File: config.mk
export PLATFORM = sky130hd
export DESIGN_NAME = matrix_stream_feeder
export DESIGN_NICKNAME = d
export VERILOG_FILES = /design/src/rtl/matrix_stream_feeder.sv
export SDC_FILE = /design/constraint.sdc
export NUM_CORES = 1
export LEC_CHECK = 0
export ABC_AREA = 0
export CAP_MARGIN = 20
export CORE_ASPECT_RATIO = 2
export CORE_MARGIN = 2
export CORE_UTILIZATION = 60
export CTS_BUF_LIST = sky130_fd_sc_hd__clkbuf_4 sky130_fd_sc_hd__clkbuf_8
export DETAILED_ROUTE_END_ITERATION = 10
export PLACE_DENSITY = 0.77
export SYNTH_ARGS = -nofsm -noshare
export SYNTH_HDL_FRONTEND = slang
export SYNTH_SLANG_ARGS = --single-unit
export TNS_END_PERCENT = 1
File: constraint.sdc
create_clock -name clk -period 3.5 [get_ports clk]
set_input_delay 0.7 -clock clk [delete_from_list [all_inputs] [get_ports clk]]
set_output_delay 0.7 -clock clk [all_outputs]
set_load 0.02 [all_outputs]
File: src/rtl/matrix_stream_feeder.sv
// matrix_stream_feeder
// Holds NUM_MAT matrices of ELEMS elements in a local buffer. It feeds them to
// the compute core one matrix at a time. Each matrix gets a core_start pulse
// and is then sent as a valid/ready element stream. The feeder waits for
// core_finish before it starts the next matrix.
// Optional build macro: FEEDER_LOOP_EN. When it is defined, a start seen in
// DONE launches the next run at once, with no IDLE cycle in between.

module matrix_stream_feeder #(
    parameter int DATA_W  = 7,
    parameter int ELEMS   = 32,
    parameter int NUM_MAT = 2,
    localparam int ADDR_W = $clog2(ELEMS * NUM_MAT),
    localparam int MIDX_W = (NUM_MAT > 1) ? $clog2(NUM_MAT) : 1
) (
    input  logic              clk,
    input  logic              rst,
    input  logic              wr_en,
    input  logic [ADDR_W-1:0] wr_addr,
    input  logic [DATA_W-1:0] wr_data,
    input  logic              start,
    input  logic              abort,
    output logic              core_start,
    output logic              out_valid,
    input  logic              out_ready,
    output logic [DATA_W-1:0] out_data,
    input  logic              core_finish,
    output logic [MIDX_W-1:0] mat_idx,
    output logic              busy,
    output logic              done,
    output logic              wr_err
);

    localparam int TOTAL = ELEMS * NUM_MAT;
    localparam int CNT_W = $clog2(ELEMS);

    localparam logic [ADDR_W:0]   TOTAL_W   = (ADDR_W + 1)'(TOTAL);
    localparam logic [ADDR_W-1:0] LAST_ADDR = ADDR_W'(TOTAL - 1);
    localparam logic [CNT_W-1:0]  LAST_ELEM = CNT_W'(ELEMS - 1);
    localparam logic [MIDX_W-1:0] LAST_MAT  = MIDX_W'(NUM_MAT - 1);

    typedef enum logic [2:0] {
        S_IDLE,
        S_START,
        S_STREAM,
        S_WAIT_FIN,
        S_DONE
    } state_t;

    state_t state;
    state_t state_nxt;

    logic [DATA_W-1:0] mem [TOTAL];

    logic [ADDR_W-1:0] addr;
    logic [ADDR_W-1:0] addr_inc;
    logic [CNT_W-1:0]  elem_cnt;

    logic handshake;
    logic last_elem;
    logic last_mat;
    logic wr_in_range;
    logic wr_accept;

    assign handshake   = out_valid & out_ready;
    assign last_elem   = (elem_cnt == LAST_ELEM);
    assign last_mat    = (mat_idx == LAST_MAT);
    assign addr_inc    = addr + 1'b1;
    assign wr_in_range = ({1'b0, wr_addr} < TOTAL_W);
    assign wr_accept   = wr_en & ~busy & wr_in_range;

    // Host-side buffer write port. The buffer is deliberately kept through reset and abort.
    always_ff @(posedge clk) begin
        if (wr_accept) begin
            mem[wr_addr] <= wr_data;
        end
    end

    // Flag a write that was refused because a run was active or the address was outside the buffer.
    always_ff @(posedge clk) begin
        if (rst || abort) begin
            wr_err <= 1'b0;
        end else begin
            wr_err <= wr_en & (busy | ~wr_in_range);
        end
    end

    // State register.
    always_ff @(posedge clk) begin
        if (rst) begin
            state <= S_IDLE;
        end else begin
            state <= state_nxt;
        end
    end

    // Next-state logic. An abort overrides every other transition.
    always_comb begin
        state_nxt = state;
        case (state)
            S_IDLE: begin
                if (start) begin
                    state_nxt = S_START;
                end
            end
            S_START: begin
                state_nxt = S_STREAM;
            end
            S_STREAM: begin
                if (handshake && last_elem) begin
                    state_nxt = S_WAIT_FIN;
                end
            end
            S_WAIT_FIN: begin
                if (core_finish) begin
                    state_nxt = last_mat ? S_DONE : S_START;
                end
            end
            S_DONE: begin
`ifdef FEEDER_LOOP_EN
                state_nxt = start ? S_START : S_IDLE;
`else
                state_nxt = S_IDLE;
`endif
            end
            default: begin
                state_nxt = S_IDLE;
            end
        endcase
        if (abort) begin
            state_nxt = S_IDLE;
        end
    end

    // Control outputs, decoded directly from the current state.
    always_comb begin
        core_start = 1'b0;
        out_valid  = 1'b0;
        busy       = 1'b1;
        done       = 1'b0;
        case (state)
            S_IDLE:     busy       = 1'b0;
            S_START:    core_start = 1'b1;
            S_STREAM:   out_valid  = 1'b1;
            S_WAIT_FIN: ;
            S_DONE:     done       = 1'b1;
            default:    busy       = 1'b0;
        endcase
    end

    // Datapath: read address, element counter, matrix index and the registered element.
    // The next element is fetched at the same edge that accepts the current one.
    // This lets the stream run at one element per cycle.
    always_ff @(posedge clk) begin
        if (rst || abort) begin
            addr     <= '0;
            elem_cnt <= '0;
            mat_idx  <= '0;
            out_data <= '0;
        end else begin
            case (state)
                S_IDLE: begin
                    if (start) begin
                        addr    <= '0;
                        mat_idx <= '0;
                    end
                end
                S_START: begin
                    out_data <= mem[addr];
                    elem_cnt <= '0;
                end
                S_STREAM: begin
                    if (handshake) begin
                        elem_cnt <= last_elem ? '0 : elem_cnt + 1'b1;
                        if (addr != LAST_ADDR) begin
                            addr     <= addr_inc;
                            out_data <= mem[addr_inc];
                        end
                    end
                end
                S_WAIT_FIN: begin
                    if (core_finish && !last_mat) begin
                        mat_idx <= mat_idx + 1'b1;
                    end
                end
                S_DONE: begin
                    mat_idx <= '0;
`ifdef FEEDER_LOOP_EN
                    if (start) begin
                        addr <= '0;
                    end
`endif
                end
                default: begin
                    addr     <= '0;
                    elem_cnt <= '0;
                    mat_idx  <= '0;
                end
            endcase
        end
    end

endmodule

# Word-level counts from Yosys, hierarchy flattened
# Memories as Yosys holds them, arrays and structs flattened. A register that Yosys moved wholly into a read port is not among the register bits.
# Cells that the tools add are included.
[totals]
n_memories = 1
mem_bits_rw = 448
ff_bits = 23
word_cells = 71
[memory_table]
columns = ["memory", "depth", "width", "read_ports", "rd_clocked_by_memory_dff", "write_ports", "line_no", "text"]
rows = [
  ["mem", 64, 7, 2, 1, 1, "53", "logic [DATA_W-1:0] mem [TOTAL];"],
]
[classes]
n_reduce_logical = 16
n_addsub = 3
n_mux = 26
n_eq_ne = 12
bitwise_logic = 7
[ops]
columns = ["operator", "n"]
rows = [
  ["$mux W6", 5],
  ["$pmux W6 S3", 1],
  ["$mux W7", 2],
  ["$pmux W7 S2", 1],
  ["$mux W3", 4],
  ["$ne A2 B2 Y1 const B", 6],
  ["$pmux W3 S4", 1],
  ["$mux W5", 2],
  ["$pmux W5 S2", 1],
  ["$reduce_and A3 Y1", 3],
  ["$mux W1", 8],
  ["$add A6 B1 Y6 const B", 1],
  ["$eq A3 B2 Y1 const B", 2],
  ["$ne A6 B6 Y1 const B", 1],
  ["$reduce_or A3 Y1", 2],
  ["$add A5 B1 Y5 const B", 1],
  ["$eq A5 B5 Y1 const B", 1],
  ["$not A1 Y1", 4],
  ["$reduce_and A4 Y1", 1],
  ["$reduce_or A2 Y1", 2],
  ["$reduce_or A4 Y1", 1],
  ["$and A1 B1 Y1", 3],
  ["$eq A3 B1 Y1 const B", 1],
  ["$eq A3 B3 Y1 const B", 1],
  ["8 further kinds", 9],
]

# Depth between registers and ports, before layout
# Gate-level depths: netlist (run 1).
[logic_depth]
depth_word = 7
depth_mapped = 11

# Least setup slack after synthesis (run 1)
# No wires, ideal clock.
[synth_path]
kind = "reg-to-reg"
start = "register addr[1]"
end = "register out_data[3]"
arrival_time_ps = 2212
setup_slack_ps = 1125
stages_incl_launch_ff = 11
setup_ps = 163
synth_period_minus_slack_ps = 2375
path_cell_list = "dfxtp_1 > ha_1 > buf_2 > buf_2 > buf_2 > mux4_2 > nand2_1 > nand3_1 > a31o_2 > a32oi_1 > a311oi_1"
[synth_via]
elab_chain_len = 5
elab_cells_between_ends = 8
cone_classes = "add/sub (1); eq/ne (2); mux (3); reduce/logical (1); memory (1)"
[synth_rtl]
columns = ["element", "line_no", "text"]
rows = [
  ["start, declared", "55", "logic [ADDR_W-1:0] addr;"],
  ["start signal, assigned", "176", "addr <= addr_inc;"],
  ["$add A6 B1 Y6", "68", "assign addr_inc = addr + 1'b1;"],
  ["$mem_v2 Z64 W7", "--", ""],
  ["$mux W7", "175", "if (addr != LAST_ADDR) begin"],
  ["$mux W7", "173", "if (handshake) begin"],
  ["$pmux W7 S2", "161", "case (state)"],
  ["end signal, assigned", "169", "out_data <= mem[addr];"],
  ["end signal, assigned", "177", "out_data <= mem[addr_inc];"],
  ["end, declared", "26", "output logic [DATA_W-1:0] out_data,"],
]
# Several ways; a longest one is shown, not always the timed one. The select of a mux whose other input is x is not followed.
# A chain may end at the register's enable or synchronous reset.

# Worst setup path in the final report (run 1)
[layout_path]
start = "register addr[1]"
end = "register out_data[0]"
# The elaborated chain is that of the path after synthesis.

==> metrics, run 1 <==
status=complete, no violations; P_leak=7.913 nW; Clock Tree Buf Depth=3; port bufs=32; Most used DFF post-synth=edfxtp_1; Comb pwr share=2.7%; CTS Buf Count=66; floorplan row count=100; RSZ-0062 raised after global routing=false; Die X=141.4 um; routed vias=14.95k; syn nets=1,470; Layout Cells excl Fill=2,071; Synth area leaders=edfxtp_1 (59%), mux4_2 (18%), mux2i_1 (3.2%); startpoint types=register; Synth async-reset ratio=0%; WHS=0.4620 ns; CP Max Fanout=37; Final WS setup=0.1685 ns; clk slew on worst S/H paths=0.07 ns; Sw Pwr=0.002343 W; global-route wire length before repair=101,400 um; Synth top area share=59.42%; fin util=68.42%; Inst Count DP=1,952; Nets=1,584; post_cts resized=0; Slew headroom=36.46%; EDFF count, synth=448; Final Hold Fails=0; pin count of the biggest net entering global routing=65; drt pass-1 iters=6; pwr dens=442.0 mW/mm^2; initial core utilization=60.92%; fin crit share=95.19%; max cap viols=0; critical path required time=4.07 ns; CTS H-tree lvls=3; Post-CTS Hold Buffers=0; Global Route Usage Sum=36.30%; # Post-CTS Setup Buffers=0; initial drt markers=1,687; initial antenna violation count=3; Clk pwr share=41.6%; sequential share of the synthesized area=61.99%; chip height=278.7 um; Synth-to-Final Area Change=12.31%; number of global-route vias before repair=15.52k; register share of total power=55.8%; CP Class=reg2reg; HP Class=reg2reg; clk_lat worst skew=0.63 ns; Unique masters post-synth=61; flops & latches, synth=477; skew final=0.02049 ns; maximum vdd drop=0.3262 mV; Worst-Margin Slew=0.9530 ns; cell-internal power=0.008896 W; Yosys top cell by area=edfxtp_1; I/O pins=33; core box area=0.03716 sq mm; CTS root buf=clkbuf_8; sw frac=20.84%; Setup TNS=0 ns; warnings from Yosys=0; Slew Viols, Final=0; pre-CTS worst setup slack=0.1877 ns; crit path time final=3.332 ns; Slowest cell on crit path=ha_4; total gr overflow=0; DR WL/cell=33.60 um; synthesized area=0.02264 sq mm; TritonCTS clock tree=yes; Syn Inst Count=1,447; CP Capture Type=register; RD Place Congestion=0.9921; antenna-violating nets left=0; CTS sink count=477; Detail Placement HPWL=48,420 um; setup violators final=0; WP data arrival=3.90 ns; syn avg cell area=15.65 sq um; Crit path largest cell delay=0.79 ns; DR vias/cell=7.218; CP Cell Sequence=ha_4, buf_4, mux4_2, nor2_1, a221oi_1, o211ai_1, o41ai_1, and3_1; die area=0.03940 sq mm; residual DRC count=0; ratio of cells with drive above 1 in the final layout=27.19%; final WL=69,600 um; f_max=300.2 MHz
## per-stage QoR
stage               instance area (sq um)  total power [W]
finish                              25430          0.01124
global route                        25430          0.01149
floorplan                           22640         0.006489
detailed placement                  24000         0.006682
global placement                    24000         0.006672
CTS                                 25420          0.01125
## cell usage after synthesis, types with 5 or more instances
cell type / n
nand4_1: 14
dfxtp_1: 29
o21ai_1: 5
o21ai_0: 31
edfxtp_1: 448
nor2b_1: 9
buf_1: 6
inv_1: 7
clkbuf_1: 36
nand3_1: 70
nand2_1: 182
a32o_1: 9
a221oi_1: 16
a22oi_1: 13
nor2_1: 97
nor3_1: 6
mux2i_1: 72
buf_4: 15
nand3b_1: 7
and3_1: 11
a21oi_1: 34
or3_1: 5
buf_2: 45
a31o_2: 6
a32oi_1: 14
mux4_2: 183
## cell type report
cell class | instances | area (sq um)
Tap cell | 459 | 574.3
Sequential cell | 477 | 14050
Timing Repair Buffer | 152 | 1286
Clock buffer | 86 | 1084
Multi-Input combinational cell | 856 | 8061
Antenna cell | 1 | 2.502
Inverter | 8 | 30.03
Fill cell | 2442 | 11730
Clock inverter | 32 | 340.3
## logic make-up after synthesis
| group | count (synthesis) | share of synthesized area, % |
|---|---|---|
| AO/OA/AOI/OAI | 169 | 5.261 |
| multiplexers | 255 | 21.39 |
| flip-flops | 477 | 61.99 |
| XOR/XNOR | 5 | 0.3096 |
| adder cells (fa/ha/maj) | 3 | 0.1658 |
| AND/OR/NAND/NOR | 424 | 8.367 |
| buffers and inverters | 114 | 2.520 |
## state kept, by name, indices dropped and copies added, names as in the netlist, named ones only
register  count
elem_cnt      5
state         3
mat_idx       1
out_data      7
addr          6
mem         448
wr_err        1
## layer usage
layer | GRT usage (%) | up-vias | wire (um)
met2 | 60.41 | 1072 | 34830
met3 | 7.803 | 349 | 6611
li1 | - | 6071 | -
met4 | 30.85 | 2 | 7550
met5 | 0 | - | 17
met1 | 39.03 | 7454 | 20590
## cells in the final DEF (no fill, tap or decap), types with 7 or more instances in the layout
cell               n
a21oi_1           34
a221oi_1          16
a22oi_1           13
a32o_1             9
a32oi_1           14
and3_1            11
buf_12             8
buf_2              7
buf_4            112
bufinv_16          7
clkbuf_4          16
clkbuf_8          70
clkdlybuf4s50_1   25
clkinv_1          11
clkinv_2          10
dfxtp_1           25
edfxtp_1         448
inv_1              7
mux2i_1           72
mux4_2           183
nand2_1          182
nand3_1           70
nand3b_1           7
nand4_1           14
nor2_1            97
nor2b_1            8
o21ai_0           31
## power by group through the flow
| stage | Sequential [W] | Combinational, W | Clock (W) |
|---|---|---|---|
| after floorplan | 0.00639 | 0.0000992 | 0 |
| after global placement | 0.00639 | 0.000283 | 0 |
| after detailed placement | 0.00639 | 0.000291 | 0 |
| after CTS | 0.00627 | 0.000291 | 0.00469 |
| after global routing | 0.00627 | 0.000313 | 0.00492 |
| final | 0.00627 | 0.000299 | 0.00467 |
## critical path: cells and delay by family, from the launching register on
kind            cells  cell delay [ns]
compound gates      3             1.28
flops               1             0.39
mux                 1             0.24
simple gates        2             0.23
buf+inv             1             0.34
fa+ha+maj           1             0.79
## path summary, 6_finish.rpt
path                            start                  endpoint  depth (start not counted)  slack [ns]
max              addr[1]$_SDFFE_PP0P_  out_data[0]$_SDFFE_PP0P_                          8        0.17
min          elem_cnt[4]$_SDFFE_PP0P_  elem_cnt[4]$_SDFFE_PP0P_                          2        0.46
max reg2reg      addr[1]$_SDFFE_PP0P_  out_data[0]$_SDFFE_PP0P_                          8        0.17
min reg2reg  elem_cnt[4]$_SDFFE_PP0P_  elem_cnt[4]$_SDFFE_PP0P_                          2        0.46
(Power assumes the default switching activity.)
==> run 2: changes to the inputs <==
==> constraint.sdc (replaced) <==
create_clock -name clk -period 3.45 [get_ports clk]
set_input_delay 0.69 -clock clk [delete_from_list [all_inputs] [get_ports clk]]
set_output_delay 0.69 -clock clk [all_outputs]
set_load 0.02 [all_outputs]
==> metrics, run 2 (same netlist as run 1, synthesis figures left out) <==
RSZ-0062 raised after global routing=false; pin count of the biggest net entering global routing=65; CP Class=reg2out; startpoint types=register; P_leak=7.867 nW; register share of total power=57.5%; Nets=1,589; total gr overflow=0; maximum vdd drop=0.3142 mV; CP Cell Sequence=nand2_1, inv_1, clkdlybuf4s50_1; initial core utilization=60.92%; floorplan row count=100; Clock Tree Buf Depth=3; setup violators final=0; f_max=321.9 MHz; drt pass-1 iters=5; Final Hold Fails=0; core box area=0.03716 sq mm; critical path required time=2.76 ns; Layout Cells excl Fill=2,077; sw frac=21.72%; routed vias=15.03k; clk slew on worst S/H paths=0.06 ns; number of flip-flops in the largest register=448; skew final=0.02557 ns; clk_lat worst skew=0.64 ns; Regs by FF count=mem (448), out_data (7), addr (6); Die X=141.4 um; Clk pwr share=39.8%; ratio of cells with drive above 1 in the final layout=27.27%; fin crit share=90.05%; residual DRC count=0; crit path time final=3.107 ns; CTS H-tree lvls=3; Synth-to-Final Area Change=11.97%; CP Max Fanout=14; Crit path largest cell delay=0.71 ns; I/O pins=33; initial antenna violation count=2; die area=0.03940 sq mm; DR vias/cell=7.235; Post-CTS Hold Buffers=0; Most flops, register=mem; Slew Viols, Final=0; Slew headroom=29.11%; Setup TNS=0 ns; Inst Count DP=1,956; Global Route Usage Sum=35.54%; CTS Buf Count=67; CTS sink count=477; leading cell types in the layout, fill and taps excluded=edfxtp_1 (448), mux4_2 (183), nand2_1 (182); HP Class=reg2reg; TritonCTS clock tree=yes; number of global-route vias before repair=15.40k; global-route wire length before repair=99,840 um; Detail Placement HPWL=47,730 um; CP Capture Type=output pin; WP data arrival=2.42 ns; status=complete, no violations; cell-internal power=0.008652 W; chip height=278.7 um; fillcell total=2,446; # Post-CTS Setup Buffers=0; Sw Pwr=0.002401 W; pwr dens=436.0 mW/mm^2; commonest non-fill, non-tap cell in the layout=edfxtp_1; port bufs=32; Slowest cell on crit path=clkdlybuf4s50_1; DR WL/cell=32.80 um; CTS root buf=clkbuf_8; final WL=68,120 um; RD Place Congestion=1.047; post_cts resized=0; initial drt markers=1,919; antenna-violating nets left=0; Comb pwr share=2.7%; Worst-Margin Slew=1.059 ns; max cap viols=0
## run 2: power groups by stage
stage / sequential (W) / clock [W] / combinational, W
final: 0.00636 / 0.00440 / 0.000297
after global routing: 0.00636 / 0.00465 / 0.000309
after CTS: 0.00636 / 0.00441 / 0.000292
after detailed placement: 0.00648 / 0 / 0.000291
after global placement: 0.00648 / 0 / 0.000285
after floorplan: 0.00648 / 0 / 0.000101
## run 2: per-layer routing
| layer | up-vias | track usage, % | part of all wire [%] | wire length, um |
|---|---|---|---|---|
| met2 | 1108 | 59.85 | 51 | 34840 |
| li1 | 6083 | - | - | - |
| met4 | 2 | 26.28 | 8.9 | 6082 |
| met3 | 301 | 7.855 | 9.8 | 6647 |
| met1 | 7533 | 39.26 | 30 | 20530 |
| met5 | - | 0 | 0.019 | 13 |
## run 2: worst max-delay path, delay by kind of cell (launching register included)
family,cells,cell delay (ns)
flops,1,0.59
simple gates,1,0.25
buf+inv,2,0.93
## run 2: stage by stage
stage | utilization [%] | cell area [sq um] | hold slack [ns] | worst slack, ns | power (W)
after CTS | 68.21 | 25350 | 0.4606 | 0.3732 | 0.01106
after global routing | 68.22 | 25350 | 0.4726 | 0.2611 | 0.01132
after detailed placement | 64.70 | 24040 | 0.4540 | 0.4538 | 0.006774
after floorplan | - | 22640 | 0.4362 | 1.075 | 0.006583
final | 68.22 | 25350 | 0.4563 | 0.3434 | 0.01105
after global placement | 64.70 | 24040 | 0.4426 | 0.5186 | 0.006766
## run 2: path summary, 6_finish.rpt
| path | startpoint | end | slack, ns | cells past startpoint |
|---|---|---|---|---|
| min reg2reg | elem_cnt[4]$_SDFFE_PP0P_ | elem_cnt[4]$_SDFFE_PP0P_ | 0.46 | 2 |
| max reg2reg | addr[0]$_SDFFE_PP0P_ | out_data[2]$_SDFFE_PP0P_ | 0.38 | 8 |
| min | elem_cnt[4]$_SDFFE_PP0P_ | elem_cnt[4]$_SDFFE_PP0P_ | 0.46 | 2 |
| max | state[1]$_SDFFE_PP0P_ | out_valid | 0.34 | 3 |
## run 2: final cells by class
class / instances / area (sq um) / share of cell area (%)
multi-input combinational: 856 / 8061 / 31.80
inverter: 8 / 30.03 / 0.1185
antenna: 1 / 2.502 / 0.009872
tap: 459 / 574.3 / 2.266
timing repair buffer: 156 / 1329 / 5.242
sequential: 477 / 14050 / 55.42
clock buffer: 81 / 1033 / 4.077
clock inverter: 39 / 270.3 / 1.066
